===== src/rtl/zombie_pkg.sv =====
// ---------------------------------------------------------------------------
// zombie_pkg
// Shared definitions for the whack-a-zombie round controller:
//   - FSM state encoding (IDLE, GAP, UP, DONE)
//   - LFSR seed and feedback tap mask
//   - hole-index to one-hot LED mapping
// ---------------------------------------------------------------------------
package zombie_pkg;

  typedef logic [1:0] state_t;

  localparam state_t ST_IDLE = 2'd0;
  localparam state_t ST_GAP  = 2'd1;
  localparam state_t ST_UP   = 2'd2;
  localparam state_t ST_DONE = 2'd3;

  localparam logic [7:0] LFSR_SEED = 8'hA5;
  // x^8+x^6+x^5+x^4+1, shifting left: feedback = q[7]^q[5]^q[4]^q[3]
  localparam logic [7:0] LFSR_TAPS = 8'hB8;

  // Two random bits pick one of three holes; code 3 folds onto hole 2.
  function automatic logic [2:0] hole_onehot(input logic [1:0] sel);
    logic [2:0] oh;
    case (sel)
      2'd0:    oh = 3'b001;
      2'd1:    oh = 3'b010;
      2'd2:    oh = 3'b100;
      2'd3:    oh = 3'b010;
      default: oh = 3'b010;
    endcase
    return oh;
  endfunction

endpackage


===== src/rtl/zombie_lfsr.sv =====
// ---------------------------------------------------------------------------
// zombie_lfsr
// Free-running 8-bit Fibonacci LFSR, reloaded with LFSR_SEED on reset and
// advanced on every clock.
// Ports:
//   clk  in  clock
//   rst  in  asynchronous active-high reset
//   q_o  out current LFSR state [7:0]
// ---------------------------------------------------------------------------
module zombie_lfsr
  import zombie_pkg::*;
(
  input  logic       clk,
  input  logic       rst,
  output logic [7:0] q_o
);

  logic [7:0] lfsr_q;
  logic [7:0] lfsr_d;

  // next LFSR value: shift left, feedback is parity of the tapped bits
  always_comb begin
    lfsr_d = {lfsr_q[6:0], ^(lfsr_q & LFSR_TAPS)};
  end

  // LFSR state register
  always_ff @(posedge clk or posedge rst) begin
    if (rst) begin
      lfsr_q <= LFSR_SEED;
    end else begin
      lfsr_q <= lfsr_d;
    end
  end

  assign q_o = lfsr_q;

endmodule


===== src/rtl/zombie_round_ctrl.sv =====
// ---------------------------------------------------------------------------
// zombie_round_ctrl
// Game sequencer for the three-hole whack-a-zombie board. Lights a
// pseudo-randomly chosen hole for a bounded window, judges button presses,
// keeps saturating hit/miss counters and ends the game after GAME_TICKS ticks.
// Ports:
//   clk         in   clock
//   rst         in   asynchronous active-high reset
//   start_i     in   start pulse, honoured in IDLE and DONE only
//   btn_i[2:0]  in   synchronised button levels, bit0 = hole 1
//   led_o[2:0]  out  one-hot target hole, 0 when no zombie
//   score_o     out  hits this game (saturating)
//   misses_o    out  timeouts + wrong whacks this game (saturating)
//   busy_o      out  1 while in GAP or UP
//   gameover_o  out  1 while in DONE
// ---------------------------------------------------------------------------
module zombie_round_ctrl
  import zombie_pkg::*;
#(
  parameter int TICK_DIV   = 50_000_000,
  parameter int UP_TICKS   = 8,
  parameter int GAP_TICKS  = 4,
  parameter int GAME_TICKS = 120,
  parameter int SCORE_W    = 8
) (
  input  logic               clk,
  input  logic               rst,
  input  logic               start_i,
  input  logic [2:0]         btn_i,
  output logic [2:0]         led_o,
  output logic [SCORE_W-1:0] score_o,
  output logic [SCORE_W-1:0] misses_o,
  output logic               busy_o,
  output logic               gameover_o
);

  localparam int PRESC_W = (TICK_DIV > 1) ? $clog2(TICK_DIV) : 1;
  localparam int WIN_MAX = (UP_TICKS > GAP_TICKS) ? UP_TICKS : GAP_TICKS;
  localparam int WIN_W   = $clog2(WIN_MAX + 1);
  localparam int GAME_W  = $clog2(GAME_TICKS + 1);

  localparam logic [PRESC_W-1:0] PRESC_LAST = PRESC_W'(TICK_DIV - 1);
  localparam logic [WIN_W-1:0]   GAP_LAST   = WIN_W'(GAP_TICKS - 1);
  localparam logic [WIN_W-1:0]   UP_LAST    = WIN_W'(UP_TICKS - 1);
  localparam logic [GAME_W-1:0]  GAME_LAST  = GAME_W'(GAME_TICKS - 1);

  // Increment unless already at the all-ones ceiling.
  function automatic logic [SCORE_W-1:0] sat_inc(input logic [SCORE_W-1:0] v,
                                                 input logic en);
    logic [SCORE_W-1:0] r;
    if (en && (v != {SCORE_W{1'b1}})) begin
      r = v + SCORE_W'(1);
    end else begin
      r = v;
    end
    return r;
  endfunction

  state_t             state_q, state_d;
  logic [PRESC_W-1:0] presc_q, presc_d;
  logic [WIN_W-1:0]   win_q, win_d;
  logic [GAME_W-1:0]  game_q, game_d;
  logic [SCORE_W-1:0] score_q, score_d;
  logic [SCORE_W-1:0] miss_q, miss_d;
  logic [2:0]         led_q, led_d;
  logic [2:0]         btn_q;
  logic               busy_q, busy_d;
  logic               gameover_q, gameover_d;

  logic [7:0] lfsr_s;
  logic       lfsr_unused_s;
  logic       active_s;
  logic       tick_s;
  logic [2:0] rise_s;
  logic       hit_s;
  logic       wrong_s;
  logic       timeout_s;

  zombie_lfsr u_lfsr (
    .clk (clk),
    .rst (rst),
    .q_o (lfsr_s)
  );

  // only the low two LFSR bits pick the hole
  assign lfsr_unused_s = ^lfsr_s[7:2];

  assign active_s  = (state_q == ST_GAP) || (state_q == ST_UP);
  assign tick_s    = active_s && (presc_q == PRESC_LAST);
  assign rise_s    = btn_i & ~btn_q;
  // led_q is the target mask while in UP; a hit outranks any wrong press
  assign hit_s     = (state_q == ST_UP) && (|(rise_s & led_q));
  assign wrong_s   = (state_q == ST_UP) && !hit_s && (|(rise_s & ~led_q));
  assign timeout_s = (state_q == ST_UP) && !hit_s && tick_s && (win_q == UP_LAST);

  // next-state, counters and LED decode
  always_comb begin
    state_d = state_q;
    presc_d = presc_q;
    win_d   = win_q;
    game_d  = game_q;
    score_d = score_q;
    miss_d  = miss_q;
    led_d   = led_q;

    case (state_q)
      ST_IDLE, ST_DONE: begin
        led_d = 3'b000;
        if (start_i) begin
          state_d = ST_GAP;
          score_d = {SCORE_W{1'b0}};
          miss_d  = {SCORE_W{1'b0}};
          game_d  = {GAME_W{1'b0}};
        end else begin
          state_d = state_q;
        end
      end
      ST_GAP: begin
        if (tick_s && (win_q == GAP_LAST)) begin
          state_d = ST_UP;
          led_d   = hole_onehot(lfsr_s[1:0]);
        end else begin
          led_d = 3'b000;
        end
      end
      ST_UP: begin
        if (hit_s) begin
          score_d = sat_inc(score_q, 1'b1);
          led_d   = 3'b000;
          state_d = ST_GAP;
        end else if (timeout_s) begin
          // a wrong press on the timeout tick is counted as well
          miss_d  = sat_inc(sat_inc(miss_q, wrong_s), 1'b1);
          led_d   = 3'b000;
          state_d = ST_GAP;
        end else begin
          miss_d = sat_inc(miss_q, wrong_s);
        end
      end
      default: begin
        state_d = ST_IDLE;
        led_d   = 3'b000;
      end
    endcase

    // game end overrides the GAP/UP transition but keeps this cycle's judgement
    if (tick_s) begin
      game_d = game_q + GAME_W'(1);
      if (game_q == GAME_LAST) begin
        state_d = ST_DONE;
        led_d   = 3'b000;
      end else begin
        game_d = game_q + GAME_W'(1);
      end
    end else begin
      game_d = game_d;
    end

    // prescaler and window restart on every state change (includes start)
    if (state_d != state_q) begin
      presc_d = {PRESC_W{1'b0}};
      win_d   = {WIN_W{1'b0}};
    end else if (tick_s) begin
      presc_d = {PRESC_W{1'b0}};
      win_d   = win_q + WIN_W'(1);
    end else if (active_s) begin
      presc_d = presc_q + PRESC_W'(1);
    end else begin
      presc_d = {PRESC_W{1'b0}};
      win_d   = {WIN_W{1'b0}};
    end

    busy_d     = (state_d == ST_GAP) || (state_d == ST_UP);
    gameover_d = (state_d == ST_DONE);
  end

  // state, counter and output registers
  always_ff @(posedge clk or posedge rst) begin
    if (rst) begin
      state_q    <= ST_IDLE;
      presc_q    <= {PRESC_W{1'b0}};
      win_q      <= {WIN_W{1'b0}};
      game_q     <= {GAME_W{1'b0}};
      score_q    <= {SCORE_W{1'b0}};
      miss_q     <= {SCORE_W{1'b0}};
      led_q      <= 3'b000;
      btn_q      <= 3'b000;
      busy_q     <= 1'b0;
      gameover_q <= 1'b0;
    end else begin
      state_q    <= state_d;
      presc_q    <= presc_d;
      win_q      <= win_d;
      game_q     <= game_d;
      score_q    <= score_d;
      miss_q     <= miss_d;
      led_q      <= led_d;
      btn_q      <= btn_i;
      busy_q     <= busy_d;
      gameover_q <= gameover_d;
    end
  end

  assign led_o      = led_q;
  assign score_o    = score_q;
  assign misses_o   = miss_q;
  assign busy_o     = busy_q;
  assign gameover_o = gameover_q;

endmodule

===== config.mk =====
export PLATFORM = sky130hd
export DESIGN_NAME = zombie_round_ctrl
export DESIGN_NICKNAME = d
export VERILOG_FILES = /design/src/rtl/zombie_pkg.sv /design/src/rtl/zombie_lfsr.sv /design/src/rtl/zombie_round_ctrl.sv
export SDC_FILE = /design/constraint.sdc
export NUM_CORES = 1
export LEC_CHECK = 0
export BUFFER_PORTS_ARGS = -buffer_cell sky130_fd_sc_hd__clkbuf_2
export CAP_MARGIN = 20
export CORE_ASPECT_RATIO = 1.4
export CORE_MARGIN = 2
export CORE_UTILIZATION = 60
export DETAILED_ROUTE_END_ITERATION = 8
export MAX_ROUTING_LAYER = met4
export PLACE_DENSITY = 0.91
export SLEW_MARGIN = 20
export SYNTH_ARGS = -nofsm -noshare
export SYNTH_HDL_FRONTEND = slang
export SYNTH_HIERARCHICAL = 1
export SYNTH_SLANG_ARGS = --single-unit

===== constraint.sdc =====
create_clock -name clk -period 4.4 [get_ports clk]
set_input_delay 0 -clock clk [delete_from_list [all_inputs] [get_ports clk]]
set_output_delay 0 -clock clk [all_outputs]
set_load 0.1 [all_outputs]

==> metrics <==
status finished, final reports clean; RSZ-0062 raised after global routing no; antenna violations before repair 0; Seq pwr share between 40% and 50%; die area 7360 µm²; Syn-to-layout area delta 8.95%; grt met3 use around 4.4%; Critical Path AT roughly 3.5 ns; Worst Path Max Fanout 9; syn_nets roughly 450; Slew Viols, Final 0; total clock sinks 71; met1 Usage GRT 30.7%; synthesized area approximately 4000 µm²; Worst-Skew Late Latency approximately 0.35 ns; max-cap viol count 0; width of the die 73.1 µm; Seq. cell area ~1800 µm²; Synth Area per Inst roughly 9.2 µm²; final WL 9.21 mm; Post-DP HPWL about 6.6 mm; Rel. slew slack between 40 and 50%; Diodes inserted 0; worst-margin pin slew roughly 0.8 ns; max frequency a little over 300 MHz; Core Region ~6500 µm²; pwr dens approximately 330 nW/µm²; Max Root-Sink Buffers 2; sw frac between 30% and 40%; total global-route track usage 28.0%; final hold vios 0; First DRT Iteration DRCs 192; Die Y 101 µm; fillers slightly above 500; Yosys warnings 6; Post-route DRC 0; clock buffer count from CTS 9; GP Congestion roughly 1; I/O pin count 27; root buffer cell clkbuf_8; total number of H-tree levels 3; Place WS 1.17 ns; final core area utilization around 67%; final antenna-violating net count 0; setup ws final about 1.1 ns; vias in the first global route 3,474; worst ir drop on vdd about 0.24 mV; startpoint types flip-flop; Core Rows 35; layout cell share with drive strength beyond 1 between 15 and 20%; Nets roughly 480; Setup Skew 0.00769 ns; minimum clock period about 3.3 ns; met2 usage a little under half; Comb pwr share 21.2%; per-cell routed wire length roughly 17 µm; Cell Int Power 0.950 mW; CTS tree yes; Tightest Hold Check Type in2async; Setup TNS Final 0 ns; Pleak 1.95 nW; clock share of power 30.8%; pin count of the biggest net entering global routing 64; Critical Path RT approximately 4.6 ns; Post-CTS Setup Repair Bufs 0; first-pass GRT wire length roughly 16 mm; GRT busiest layer met2; GRT Residual Overflow 0; DR pass1 iterations 5; Initial Util between 60 and 70%; hold_ws around 0.14 ns; Clock transition at path regs around 0.080 ns; post-DR vias/cell 6.14; Worst setup EP type flip-flop; Final Cycle Share 74.6%; area of the multi-input gates roughly 2100 µm²; Post-Synthesis Cells roughly 430; Net Sw Power 0.486 mW; DR vias approximately 3,300; endpoints failing setup 0; critical path class reg2reg; number of port buffers 26
-- path summary, 6_finish.rpt --
kind | start | to | slack [ns] | cells after the start
hold / removal | rst | u_lfsr/q_o[1]$_DFF_PP0_ | 0.14 | 3
setup / recovery | misses_o[1]$_DFFE_PP0P_ | misses_o[5]$_DFFE_PP0P_ | 1.12 | 12
hold reg to reg | u_lfsr/q_o[6]$_DFF_PP0_ | u_lfsr/q_o[7]$_DFF_PP1_ | 0.36 | 0
max in group asynchronous | rst | presc_q[19]$_DFF_PP0_ | 3.43 | 4
min in group clk | btn_i[0] | btn_q[0]$_DFF_PP0_ | 0.32 | 2
setup reg to reg | misses_o[1]$_DFFE_PP0P_ | misses_o[5]$_DFFE_PP0P_ | 1.12 | 12
-- power groups by stage --
stage | logic, mW | registers (mW) | clock network [mW]
final | 0.304 | 0.689 | 0.443
after global routing | 0.333 | 0.691 | 0.479
after CTS | 0.306 | 0.689 | 0.449
after detailed placement | 0.301 | 0.702 | 0
after global placement | 0.291 | 0.700 | 0
after floorplan | 0.237 | 0.733 | 0
-- metrics by stage --
stage	std cells	cell area [µm²]	total power, mW
floorplan	434	4010	0.969
global placement	522	4160	0.991
detailed placement	522	4160	1.00
CTS	543	4370	1.44
global route	543	4370	1.50
finish	543	4370	1.44
-- routing by layer --
layer  wire, µm  vias to the layer above  share of wire [%]
met5          0                        -                  0
met4        415                        0                4.5
met3        261                       37                2.8
met2       4880                       76                 53
met1       3650                     1628                 40
li1           -                     1593                  -
-- sequential cells by signal, summed over array words and instances, names as in the netlist --
register and count:
u_lfsr/q_o 8, gameover_o 1, busy_o 1, led_o 3
win_q 4, presc_q 26, btn_q 3, game_q 7
misses_o 8, state_q 2, score_o 8
-- worst max-delay path, cell delays in order (launching register included) --
cell and delay, ns:
dfrtp_1 0.44, ha_1 0.38, and3_1 0.29, and3_1 0.34
nor3_1 0.08, buf_4 0.20, xnor2_1 0.13, ha_1 0.19
o31ai_1 0.12, or4_1 0.48, a31oi_1 0.23, mux2i_1 0.21
nand2_1 0.07
-- final cells by class --
type	count	share of cell area, %
multi-input cells	334	47.7
flip-flops and latches	71	40.8
repair buffers	34	4.64
clock buffers	12	3.09
well taps	74	2.12
inverters	14	1.20
clock inverters	4	0.515
-- what timing repair did --
| item | CTS | global route |
|---|---|---|
| hold endpoints to repair | 76 | 0 |
| hold buffers | 5 | 0 |
| resized for setup | 0 | 0 |
-- cells in the final DEF, fill, tap and decap left out, drive strengths merged, types with 9 or more instances in the layout --
| cell type | n |
|---|---|
| o21ai | 17 |
| nand3 | 25 |
| clkbuf | 38 |
| xnor2 | 20 |
| nor2 | 58 |
| a21oi | 11 |
| nor3 | 11 |
| xor2 | 19 |
| ha | 9 |
| nand4 | 14 |
| dfrtp | 67 |
| nor4 | 11 |
| and3 | 9 |
| nand2 | 55 |
| inv | 14 |
Power figures use the tool's default switching activity.
